===== config.mk =====
export PLATFORM = sky130hd
export DESIGN_NAME = alu_mc
export DESIGN_NICKNAME = d
export VERILOG_FILES = /design/src/rtl/alu_pkg.sv /design/src/rtl/alu_muldiv.sv /design/src/rtl/alu_mc.sv
export SDC_FILE = /design/constraint.sdc
export NUM_CORES = 1
export LEC_CHECK = 0
export ABC_AREA = 1
export CORE_MARGIN = 1.5
export CORE_UTILIZATION = 30
export DETAILED_ROUTE_END_ITERATION = 6
export GPL_ROUTABILITY_DRIVEN = 0
export SLEW_MARGIN = 20
export SYNTH_ARGS = -nofsm -noshare
export SYNTH_HDL_FRONTEND = slang
export SYNTH_SLANG_ARGS = --single-unit

===== constraint.sdc =====
create_clock -name clk -period 7 [get_ports clk]
set_input_delay 1.4 -clock clk [delete_from_list [all_inputs] [get_ports clk]]
set_output_delay 1.4 -clock clk [all_outputs]
set_load 0.03 [all_outputs]

===== src/rtl/alu_pkg.sv =====
// Shared opcodes, FSM states and flag bundle for the multi-cycle ALU.
package alu_pkg;

  localparam logic [4:0] OP_ADD  = 5'h00;
  localparam logic [4:0] OP_SUB  = 5'h01;
  localparam logic [4:0] OP_AND  = 5'h02;
  localparam logic [4:0] OP_OR   = 5'h03;
  localparam logic [4:0] OP_XOR  = 5'h04;
  localparam logic [4:0] OP_NOT  = 5'h05;
  localparam logic [4:0] OP_SLL  = 5'h06;
  localparam logic [4:0] OP_SRL  = 5'h07;
  localparam logic [4:0] OP_SRA  = 5'h08;
  localparam logic [4:0] OP_SLT  = 5'h09;
  localparam logic [4:0] OP_SLTU = 5'h0A;
  localparam logic [4:0] OP_PASS = 5'h0B;
  localparam logic [4:0] OP_MUL  = 5'h10;
  localparam logic [4:0] OP_DIVU = 5'h11;
  localparam logic [4:0] OP_REMU = 5'h12;

  typedef enum logic [1:0] {
    ST_IDLE = 2'd0,
    ST_BUSY = 2'd1,
    ST_DONE = 2'd2
  } state_t;

  typedef struct packed {
    logic z;
    logic n;
    logic c;
    logic v;
    logic err;
  } flags_t;

endpackage


===== src/rtl/alu_muldiv.sv =====
// Iterative unit: shift-add multiply (low half) and restoring unsigned divide.
// One step per cycle for WIDTH cycles; done_c/result_c accompany the final step.
module alu_muldiv
  import alu_pkg::*;
#(
  parameter int unsigned WIDTH = 32
) (
  input  logic             clk,
  input  logic             rst,
  input  logic             start,
  input  logic [4:0]       op,
  input  logic [WIDTH-1:0] a,
  input  logic [WIDTH-1:0] b,
  output logic             done_c,
  output logic [WIDTH-1:0] result_c
);

  localparam int unsigned CW  = $clog2(WIDTH) + 1;
  localparam int unsigned MSB = WIDTH - 1;

  logic             active;
  logic [CW-1:0]    cnt;
  logic [4:0]       op_q;
  // acc: product or remainder; xr: multiplicand or dividend/quotient; yr: multiplier or divisor
  logic [WIDTH-1:0] acc, xr, yr;
  logic [WIDTH-1:0] acc_n, xr_n, yr_n;
  logic [WIDTH:0]   rem_sh;

  always_comb begin
    rem_sh = {acc, xr[MSB]};
    acc_n  = acc;
    xr_n   = xr;
    yr_n   = yr;
    if (op_q == OP_MUL) begin
      acc_n = yr[0] ? acc + xr : acc;
      xr_n  = {xr[WIDTH-2:0], 1'b0};
      yr_n  = {1'b0, yr[WIDTH-1:1]};
    end else if (rem_sh >= {1'b0, yr}) begin
      acc_n = WIDTH'(rem_sh - {1'b0, yr});
      xr_n  = {xr[WIDTH-2:0], 1'b1};
    end else begin
      acc_n = rem_sh[WIDTH-1:0];
      xr_n  = {xr[WIDTH-2:0], 1'b0};
    end
  end

  assign done_c   = active && (cnt == CW'(WIDTH - 1));
  assign result_c = (op_q == OP_DIVU) ? xr_n : acc_n;

  always_ff @(posedge clk) begin
    if (rst) begin
      active <= 1'b0;
      cnt    <= '0;
      op_q   <= '0;
      acc    <= '0;
      xr     <= '0;
      yr     <= '0;
    end else if (start) begin
      active <= 1'b1;
      cnt    <= '0;
      op_q   <= op;
      acc    <= '0;
      xr     <= a;
      yr     <= b;
    end else if (active) begin
      acc <= acc_n;
      xr  <= xr_n;
      yr  <= yr_n;
      cnt <= cnt + CW'(1);
      if (done_c) active <= 1'b0;
    end
  end

endmodule


===== src/rtl/alu_mc.sv =====
// Multi-cycle ALU with valid/ready in/out channels and registered result/flags.
// Build with ALU_MULDIV_EN defined to add MUL/DIVU/REMU via alu_muldiv.
module alu_mc
  import alu_pkg::*;
#(
  parameter int unsigned WIDTH = 32,
  parameter int unsigned SHW   = $clog2(WIDTH)
) (
  input  logic             clk,
  input  logic             rst,
  input  logic             in_valid,
  output logic             in_ready,
  input  logic [4:0]       opcode,
  input  logic [WIDTH-1:0] a,
  input  logic [WIDTH-1:0] b,
  output logic             out_valid,
  input  logic             out_ready,
  output logic [WIDTH-1:0] out,
  output logic             flag_z,
  output logic             flag_n,
  output logic             flag_c,
  output logic             flag_v,
  output logic             err
);

  localparam int unsigned MSB = WIDTH - 1;

  state_t           state, nxt_state;
  logic [WIDTH-1:0] out_q, nxt_out, sc_res;
  flags_t           flg_q, nxt_flg, sc_flg;
  logic [WIDTH:0]   add_w, sub_w;
  logic [SHW-1:0]   sh;
  logic             accept, take;

  assign in_ready  = !rst && ((state == ST_IDLE) || ((state == ST_DONE) && out_ready));
  assign accept    = in_valid && in_ready;
  assign out_valid = (state == ST_DONE);
  assign out       = out_q;
  assign flag_z    = flg_q.z;
  assign flag_n    = flg_q.n;
  assign flag_c    = flg_q.c;
  assign flag_v    = flg_q.v;
  assign err       = flg_q.err;

  // Single-cycle datapath; anything not decoded here is illegal.
  always_comb begin
    add_w  = {1'b0, a} + {1'b0, b};
    sub_w  = {1'b0, a} - {1'b0, b};
    sh     = b[SHW-1:0];
    sc_res = '0;
    sc_flg = '0;
    case (opcode)
      OP_ADD: begin
        sc_res   = add_w[WIDTH-1:0];
        sc_flg.c = add_w[WIDTH];
        sc_flg.v = (a[MSB] == b[MSB]) && (add_w[MSB] != a[MSB]);
      end
      OP_SUB: begin
        sc_res   = sub_w[WIDTH-1:0];
        sc_flg.c = !sub_w[WIDTH];
        sc_flg.v = (a[MSB] != b[MSB]) && (sub_w[MSB] != a[MSB]);
      end
      OP_AND:  sc_res = a & b;
      OP_OR:   sc_res = a | b;
      OP_XOR:  sc_res = a ^ b;
      OP_NOT:  sc_res = ~a;
      OP_SLL:  sc_res = a << sh;
      OP_SRL:  sc_res = a >> sh;
      OP_SRA:  sc_res = WIDTH'($signed(a) >>> sh);
      OP_SLT:  sc_res = {{(WIDTH-1){1'b0}}, ($signed(a) < $signed(b))};
      OP_SLTU: sc_res = {{(WIDTH-1){1'b0}}, (a < b)};
      OP_PASS: sc_res = b;
      default: sc_flg.err = 1'b1;
    endcase
    if (!sc_flg.err) begin
      sc_flg.z = (sc_res == '0);
      sc_flg.n = sc_res[MSB];
    end
  end

`ifdef ALU_MULDIV_EN
  logic             md_start, is_md, md_done_c;
  logic [WIDTH-1:0] md_result_c;

  assign is_md = (opcode == OP_MUL) || (opcode == OP_DIVU) || (opcode == OP_REMU);

  alu_muldiv #(.WIDTH(WIDTH)) u_muldiv (
    .clk      (clk),
    .rst      (rst),
    .start    (md_start),
    .op       (opcode),
    .a        (a),
    .b        (b),
    .done_c   (md_done_c),
    .result_c (md_result_c)
  );
`endif

  // Next-state and next-result selection.
  always_comb begin
    nxt_state = state;
    nxt_out   = out_q;
    nxt_flg   = flg_q;
    take      = 1'b0;
`ifdef ALU_MULDIV_EN
    md_start  = 1'b0;
`endif
    case (state)
      ST_IDLE: take = accept;
      ST_DONE: begin
        if (out_ready) nxt_state = ST_IDLE;
        take = accept;
      end
`ifdef ALU_MULDIV_EN
      ST_BUSY: begin
        if (md_done_c) begin
          nxt_state = ST_DONE;
          nxt_out   = md_result_c;
          nxt_flg   = '0;
          nxt_flg.z = (md_result_c == '0);
          nxt_flg.n = md_result_c[MSB];
        end
      end
`endif
      default: nxt_state = ST_IDLE;
    endcase
    if (take) begin
`ifdef ALU_MULDIV_EN
      if (is_md) begin
        nxt_state = ST_BUSY;
        md_start  = 1'b1;
      end else
`endif
      begin
        nxt_state = ST_DONE;
        nxt_out   = sc_res;
        nxt_flg   = sc_flg;
      end
    end
  end

  always_ff @(posedge clk) begin
    if (rst) begin
      state <= ST_IDLE;
      out_q <= '0;
      flg_q <= '0;
    end else begin
      state <= nxt_state;
      out_q <= nxt_out;
      flg_q <= nxt_flg;
    end
  end

endmodule


* Word-level counts from Yosys, hierarchy flattened
Index checks and enable logic that the tools add are counted.
** Operators by class
- Magnitude comparators :: 2
- Shift-type cells :: 3
- Equal/unequal tests :: 19
- Reduce and logical (&&, ||, !) cells :: 16
- Bitwise gates (word level) :: 5
- $add $sub $neg :: 2
- Mux-type cells :: 8
** Operator list (count)
- $pmux W32 S12 :: 1
- $lt A32 B32 Y1 :: 2
- $add A32 B32 Y33 :: 1
- $sub A32 B32 Y33 :: 1
- $and A32 B32 Y32 :: 1
- $logic_not A32 Y1 :: 1
- $not A32 Y32 :: 1
- $or A32 B32 Y32 :: 1
- $shl A32 B5 Y32 :: 1
- $shr A32 B5 Y32 :: 1
- $sshr A32 B5 Y32 :: 1
- $xor A32 B32 Y32 :: 1
- $eq A5 B3 Y1 const B :: 4
- $eq A5 B4 Y1 const B :: 4
- $reduce_or A12 Y1 :: 1
- $eq A5 B2 Y1 const B :: 2
- $pmux W2 S2 :: 2
- $mux W2 :: 3
- $eq A5 B1 Y1 const B :: 1
- $logic_and A1 B1 Y1 :: 5
- $logic_not A5 Y1 :: 1
- $reduce_and A2 Y1 :: 2
- $reduce_or A2 Y1 :: 2
- $ne A1 B1 Y1 :: 3
- other kinds (10) :: 12
** Storage, ports and cells
- Bits in registers :: 39
- Input bits :: 73
- Output and inout port bits :: 39

* Depth between registers and ports, before layout
Gate-level depths: netlist of run 1.
- Depth after elaboration :: 8
- Depth in mapped cells :: 25
- Gate-level depth less buffers :: 22

* Least setup slack after synthesis of run 1
Ideal clock, no wire load.
- Kind :: in2reg
- Start point :: input port b[2]
- End point :: register flg_q (netlist bit flag_z)
- Buffers on the path :: 4
- Data arrival time :: 3883 ps
- Setup slack :: 3050 ps
- Required time :: 6933 ps
- Library setup time :: 67 ps
- Stages :: 25
- Path through :: buf_2 -> inv_2 -> buf_2 -> buf_1 -> ha_1 -> buf_2 -> inv_1 -> nand2_1 -> nand2_1 -> nand3_1 -> nand2_1 -> nand2_1 -> nand2_1 -> nand2_1 -> nand2_1 -> nand2_1 -> nand2_1 -> nor2_1 -> nor2_2 -> nand2_1 -> nor2_1 -> nand2_1 -> nor2_1 -> nand2_1 -> a21oi_2
** Between the ends
- Cells in the longest elaborated chain, start to end :: 4
** RTL lines
- start: declaration :: line alu_mc.sv:15 : input logic [WIDTH-1:0] b,
- $sub A32 B32 Y33, or another cell as far along :: line alu_mc.sv:48 : sub_w = {1'b0, a} - {1'b0, b};
- $pmux W32 S12 * :: line alu_mc.sv:52 : case (opcode)
- $logic_not A32 Y1 * :: line alu_mc.sv:76 : sc_flg.z = (sc_res == '0);
- $mux W2 * :: line alu_mc.sv:75 : if (!sc_flg.err) begin
- end signal: assignment :: line alu_mc.sv:150 : flg_q <= nxt_flg;
- end: declaration :: line alu_mc.sv:30 : flags_t flg_q, nxt_flg, sc_flg;
Every way passes the cells marked *; elsewhere a longest branch is shown, timed or not.
A chain may end at the register's enable or synchronous reset.

* Worst setup path in the final report of run 1
- Start point :: input port b[4]
- End point :: register flg_q (netlist bit flag_z)
Same word-level chain as after synthesis.

==> summary.md, run 1 <==
| Metric | Value |
|---|---|
| Status | `finished, violations left` |
| Failing checks | `DRC` |
| Synth Area per Inst | `4.93 um2` |
| Die area | `0.0438 mm2` |
| Final min period | `5.21 ns` |
| Share of post-route cells with drive strength above 1 | `2.92%` |
| DRC violations left | `1` |
| Std-Cell Rows | `75` |
| Drt first pass iters | `7` |
| Clock skew | `0.00320 ns` |
| Power density cells | `108 mW/mm2` |
| Leakage | `7.92 nW` |
| Setup TNS | `0 ns` |
| Initial drt markers | `2733` |
| Commonest non-fill, non-tap cell in the layout | `nand2_1` |
| Hold Path Class | `reg -> reg` |
| Crit end category | `flop` |
| Top layer in use | `met4` |
| Worst slew pin tran | `1.00 ns` |
| Slew headroom | `33.3%` |
| Hpwl dp | `50700 um` |
| Cells after synthesis | `2589` |
| DRT met1 WL | `24300 um` |
| Clk sinks | `38` |
| Clk Tree Root Cell | `clkbuf_16` |
| CTS tree | `built` |
| Post-synth EDFFs | `0` |
| Post-layout net count | `2782` |
| Crit path launch type | `input port` |
| Die W | `209 um` |
| Max Cap Violations | `0` |
| All-layer global routing usage | `27.6%` |
| Fmax | `0.192 GHz` |
| Post-CTS Resized | `0` |
| # diodes | `0` |
| Height of the die | `209 um` |
| Count of final setup violators | `0` |
| Async SR Flop Fraction | `0%` |
| Wire per inst | `19.8 um` |
| First-pass GRT wire length | `92800 um` |
| Share of the synthesized area in the top cell type | `25.5%` |
| Number of port buffers | `111` |
| PnR Total Power | `1.53 mW` |
| WP data required | `7.22 ns` |
| Final worst slack | `1.79 ns` |
| Fin. Hold Viols | `0` |
| Vias in the first global route | `15.9k` |
| WL final | `62200 um` |
| Post-Syn Nets | `2767` |
| Post CTS Setup Buffer Count | `0` |
| Crit Path Class | `in -> reg` |
| Cell accounting for the most synthesized area | `nand2_1` |
| Synthesis-stage register bit count | `38` |
| Routed Antenna Nets | `0` |
| Seq/Total Area, Yosys | `5.96%` |
| Most frequent cells in the layout | `866 x nand2_1, 525 x nand3_1, 359 x inv_1, 260 x nor2_1, 108 x clkdlybuf4s50_1` |
| Ys flop type | `dfxtp_1` |
| Effective utilization at floorplan | `30.4%` |
| Post-synthesis cell area | `0.0128 mm2` |
| Antenna violations before repair | `0` |
| Cell area after layout | `0.0143 mm2` |
| RSZ-0062 raised after global routing | `false` |
| Max Fanout on Critical Path | `16` |
| Final Slew Violations | `0` |
| IO Pins | `112` |
| CTS max path bufs | `2` |
| Worst Path Arrival | `5.43 ns` |
| Synth-to-layout area growth | `11.7%` |
| CTS H-tree lvls | `2` |
| Dpl ws | `1.63 ns` |
| Cts bufs inserted | `5` |
| Vias after detailed routing | `17.4k` |
| Met2 routed WL | `26700 um` |
| VDD IR max | `89.5 uV` |
| Largest net degree at the start of global routing | `78` |
| Clock Latency Late Sink | `0.29 ns` |
| Final period utilization | `74.5%` |
| Placed cell area | `0.0141 mm2` |
| Worst-path clk slew | `0.06 ns` |
| Post-CTS Hold Buffers | `0` |
| Vias/cell | `5.54` |
| Met3 WL post-DR | `7250 um` |
| Synth cell types | `45` |
| Remaining Overflow, GRT | `0` |
| Yosys Warn Count | `0` |
| Top post-synthesis cells by area | `nand2_1 25%, nand3_1 21%, inv_1 11%` |
| Core area | `0.0419 mm2` |
==> logic make-up after synthesis <==
kind of cell | synth area share (%)
AOI/OAI and AO/OA | 8.43
xor gates and xnor gates | 0.137
adders and majority gates | 10.4
buffers and inverters | 15.7
DFF | 5.96
and+or+nand+nor | 59.4
==> final cells by class <==
type / instances / area (um2)
Fill cell: 4899 / 27700
Multi-Input combinational cell: 2058 / 10000
Inverter: 375 / 1420
Timing Repair Buffer: 126 / 1210
Sequential cell: 38 / 761
Tap cell: 539 / 674
Clock buffer: 5 / 125
Clock inverter: 3 / 68.8
==> critical path, cell delays in order <==
cell and delay (ns):
clkdlybuf4s50_1 0.94, clkinv_1 0.52, ha_1 0.53, nor2_1 0.24, nand2_1 0.12, nor2_1 0.12, nand2_1 0.08, nand3_1 0.18
nand2_1 0.07, nand3_1 0.06, o21ai_0 0.11, nor2_1 0.35, nand2_1 0.10, nor2_1 0.19, nand3_1 0.11, nor2_1 0.13
nand2_1 0.08, a21oi_2 0.10
==> report_power, final <==
part / internal [mW] / switching [mW]
clock network: 0.205 / 0.0951
logic: 0.288 / 0.704
registers: 0.233 / 0.00938
total: 0.726 / 0.809
==> per-layer routing <==
| layer | up-vias | global-route usage (%) |
|---|---|---|
| met4 | 0 | 15.9 |
| met1 | 7794 | 35.9 |
| met2 | 1139 | 43.0 |
| li1 | 8266 | - |
| met5 | - | 0 |
| met3 | 221 | 4.83 |
==> through the flow <==
step                hold slack (ns)  util [%]  cells
floorplan                     0.593         -   2589
global placement              0.455      33.5   3136
detailed placement            0.460      33.5   3136
CTS                           0.470      34.0   3144
global route                  0.483      34.0   3144
finish                        0.466      34.0   3144
==> registers in the layout, summed over array words and instances (netlist names) <==
signal,cells
err,1
flag_c,1
out,32
state,1
flag_z,1
flag_v,1
flag_n,1
==> Yosys cell counts (all sizes together) (3+ instances only) <==
cell type / number
nand2: 874
nand3: 530
inv: 373
nor2: 276
ha: 103
a21oi: 88
buf: 79
o21ai: 63
clkbuf: 39
dfxtp: 38
nand4: 38
nor3: 20
o22ai: 14
o211ai: 12
o21bai: 8
and2: 4
nor4: 4
or2: 4
and3: 3
nand3b: 3
o21a: 3
==> path summary, 6_finish.rpt <==
check	start	end	slack, ns	depth (start not counted)
worst min register to register	out[2]	out[2]	0.47	2
worst min-delay path	out[2]	out[2]	0.47	2
worst max-delay path	b[4]	flag_z	1.79	18
worst max register to register	state[1]	flag_z	4.76	11
Note: power is estimated with default switching activity, not from simulation.
==> run 2: changes to the inputs <==
==> constraint.sdc (replaced) <==
create_clock -name clk -period 5.3 [get_ports clk]
set_input_delay 1.06 -clock clk [delete_from_list [all_inputs] [get_ports clk]]
set_output_delay 1.06 -clock clk [all_outputs]
set_load 0.03 [all_outputs]
==> run 2 against run 1 <==
Compared with the run above: the run now ends clean; non-clock buffer count up 18; clock-buffer cell count rose by 2; register-to-register slack worse by 1.5 ns; first-iteration DRC count is 21% lower; sequential share of layout area about the same; largest cell class unchanged; flip-flop and latch count stayed put; cell area up 0.62%; combinational power increased by 30%; setup slack worse by 0.77 ns.
==> summary.md, run 2 (synthesis results as in run 1) <==
| Metric | Value |
|---|---|
| CTS H-tree lvls | `2` |
| VDD IR max | `121 uV` |
| Antenna violations before repair | `1` |
| RSZ-0062 raised after global routing | `false` |
| Core area | `0.0419 mm2` |
| DRC violations left | `0` |
| Sequential cell area | `761 um2` |
| Crit end category | `flop` |
| Count of final setup violators | `0` |
| PnR Total Power | `1.91 mW` |
| Largest net degree at the start of global routing | `77` |
| Drt first pass iters | `6` |
| IO Pins | `112` |
| Multi-input logic area | `0.0100 mm2` |
| WL final | `59900 um` |
| All-layer global routing usage | `26.7%` |
| CP max-delay cell | `clkdlybuf4s50_1` |
| Wire per inst | `19.0 um` |
| Post-CTS Resized | `0` |
| WP data required | `5.51 ns` |
| Cell area after layout | `0.0144 mm2` |
| Effective utilization at floorplan | `30.4%` |
| Max Fanout on Critical Path | `5` |
| First-pass GRT wire length | `90200 um` |
| Fin. Hold Viols | `0` |
| Worst Path Arrival | `4.50 ns` |
| Clock skew | `0.00361 ns` |
| Final period utilization | `80.8%` |
| Slew headroom | `36.2%` |
| CTS max path bufs | `2` |
| Clock Latency Late Sink | `0.28 ns` |
| Crit path launch type | `input port` |
| Most frequent cells in the layout | `866 x nand2_1, 525 x nand3_1, 359 x inv_1, 260 x nor2_1, 108 x clkdlybuf4s50_1` |
| Height of the die | `209 um` |
| Number of port buffers | `111` |
| Die area | `0.0438 mm2` |
| Vias/cell | `5.43` |
| Fmax | `0.233 GHz` |
| Worst slew pin tran | `0.956 ns` |
| Hold Path Class | `reg -> reg` |
| Post CTS Setup Buffer Count | `0` |
| Synth-to-layout area growth | `12.4%` |
| Clk sinks | `38` |
| Placed cell area | `0.0142 mm2` |
| Routed Antenna Nets | `0` |
| Post-layout net count | `2800` |
| Cts bufs inserted | `5` |
| Initial drt markers | `2150` |
| Setup TNS | `0 ns` |
| Hpwl dp | `49400 um` |
| # diodes | `0` |
| Fillers | `4853` |
| Std-Cell Rows | `75` |
| Leakage | `7.99 nW` |
| Worst-path clk slew | `0.06 ns` |
| Remaining Overflow, GRT | `0` |
| Clk Tree Root Cell | `clkbuf_16` |
| Crit-path max cell delay | `0.57 ns` |
| Share of post-route cells with drive strength above 1 | `3.55%` |
| Max Cap Violations | `0` |
| Largest register FFs | `32` |
| CTS tree | `built` |
| Commonest non-fill, non-tap cell in the layout | `nand2_1` |
| Final min period | `4.28 ns` |
| Crit Path Class | `in -> reg` |
| Crit-path most repeated cell | `nand2_1` |
| Final Slew Violations | `0` |
| Power density cells | `133 mW/mm2` |
| Post-CTS Hold Buffers | `0` |
| Crit-path cells | `clkdlybuf4s50_1 > inv_1 > ha_1 > fa_1 > inv_1 > nand2_1 > nand2_1 > nand2_1 > inv_1 > nand2_1 > nand3_1 > nand2_1 > nand3_1 > nand3_1 > nor2_1 > nand2_1 > nor2_1 > nand3_1 > nor2_1 > nand2_1 > a21oi_2` |
| Status | `finished clean` |
| Vias after detailed routing | `17.2k` |
| Vias in the first global route | `15.9k` |
| Die W | `209 um` |
run 2: cell types whose count changed in the layout (fill, tap and decap cells not counted):
cell       before  now
clkinv_4        1    0
clkbuf_8        0    1
buf_4          15   33
clkinv_2        0    1
bufinv_16       2    0
clkbuf_1        0    1
run 2: cell type report:
cell class,count,area share [%]
multi-input combinational,2058,69.7
inverter,375,9.86
timing repair buffer,144,9.36
sequential,38,5.30
tap,539,4.70
clock buffer,7,0.994
clock inverter,1,0.0349
run 2: worst max-delay path: cells and delay by family:
kind / cells / cell delay (ns)
AO/OA/AOI/OAI: 1 / 0.11
adder cells (fa/ha/maj): 2 / 0.67
buffers and inverters: 4 / 0.91
AND/OR/NAND/NOR: 14 / 1.75
run 2: worst paths after layout:
path | start | endpoint | slack, ns | depth (start not counted)
setup reg to reg | state[1] | flag_z | 3.30 | 11
setup / recovery | a[0] | flag_z | 1.02 | 21
hold reg to reg | out[13] | out[13] | 0.46 | 2
hold / removal | out[13] | out[13] | 0.46 | 2
run 2: per-stage QoR:
| step | util [%] | instances | hold slack (ns) | worst slack (ns) |
|---|---|---|---|---|
| 4_1_cts | 34.2 | 3162 | 0.467 | 1.10 |
| 3_5_place_dp | 33.9 | 3154 | 0.457 | 0.831 |
| 5_1_grt | 34.2 | 3162 | 0.485 | 0.695 |
| 2_1_floorplan | - | 2589 | 0.593 | 1.69 |
| 6_report | 34.2 | 3162 | 0.464 | 1.02 |
| 3_3_place_gp | 33.9 | 3154 | 0.457 | 0.860 |
run 2: power by group:
part | leakage (nW) | switching (mW) | internal (mW)
Sequential | 0.314 | 0.0116 | 0.308
Clock | 0.0739 | 0.114 | 0.186
Combinational | 7.60 | 0.899 | 0.386
run 2: metal layers:
layer  GRT usage, %  share of wire (%)  wire length [um]
met3           3.41                9.4              5640
met1           32.8                 39             23100
met2           44.3                 45             26900
met4           16.4                7.0              4220
met5              0              0.022                13
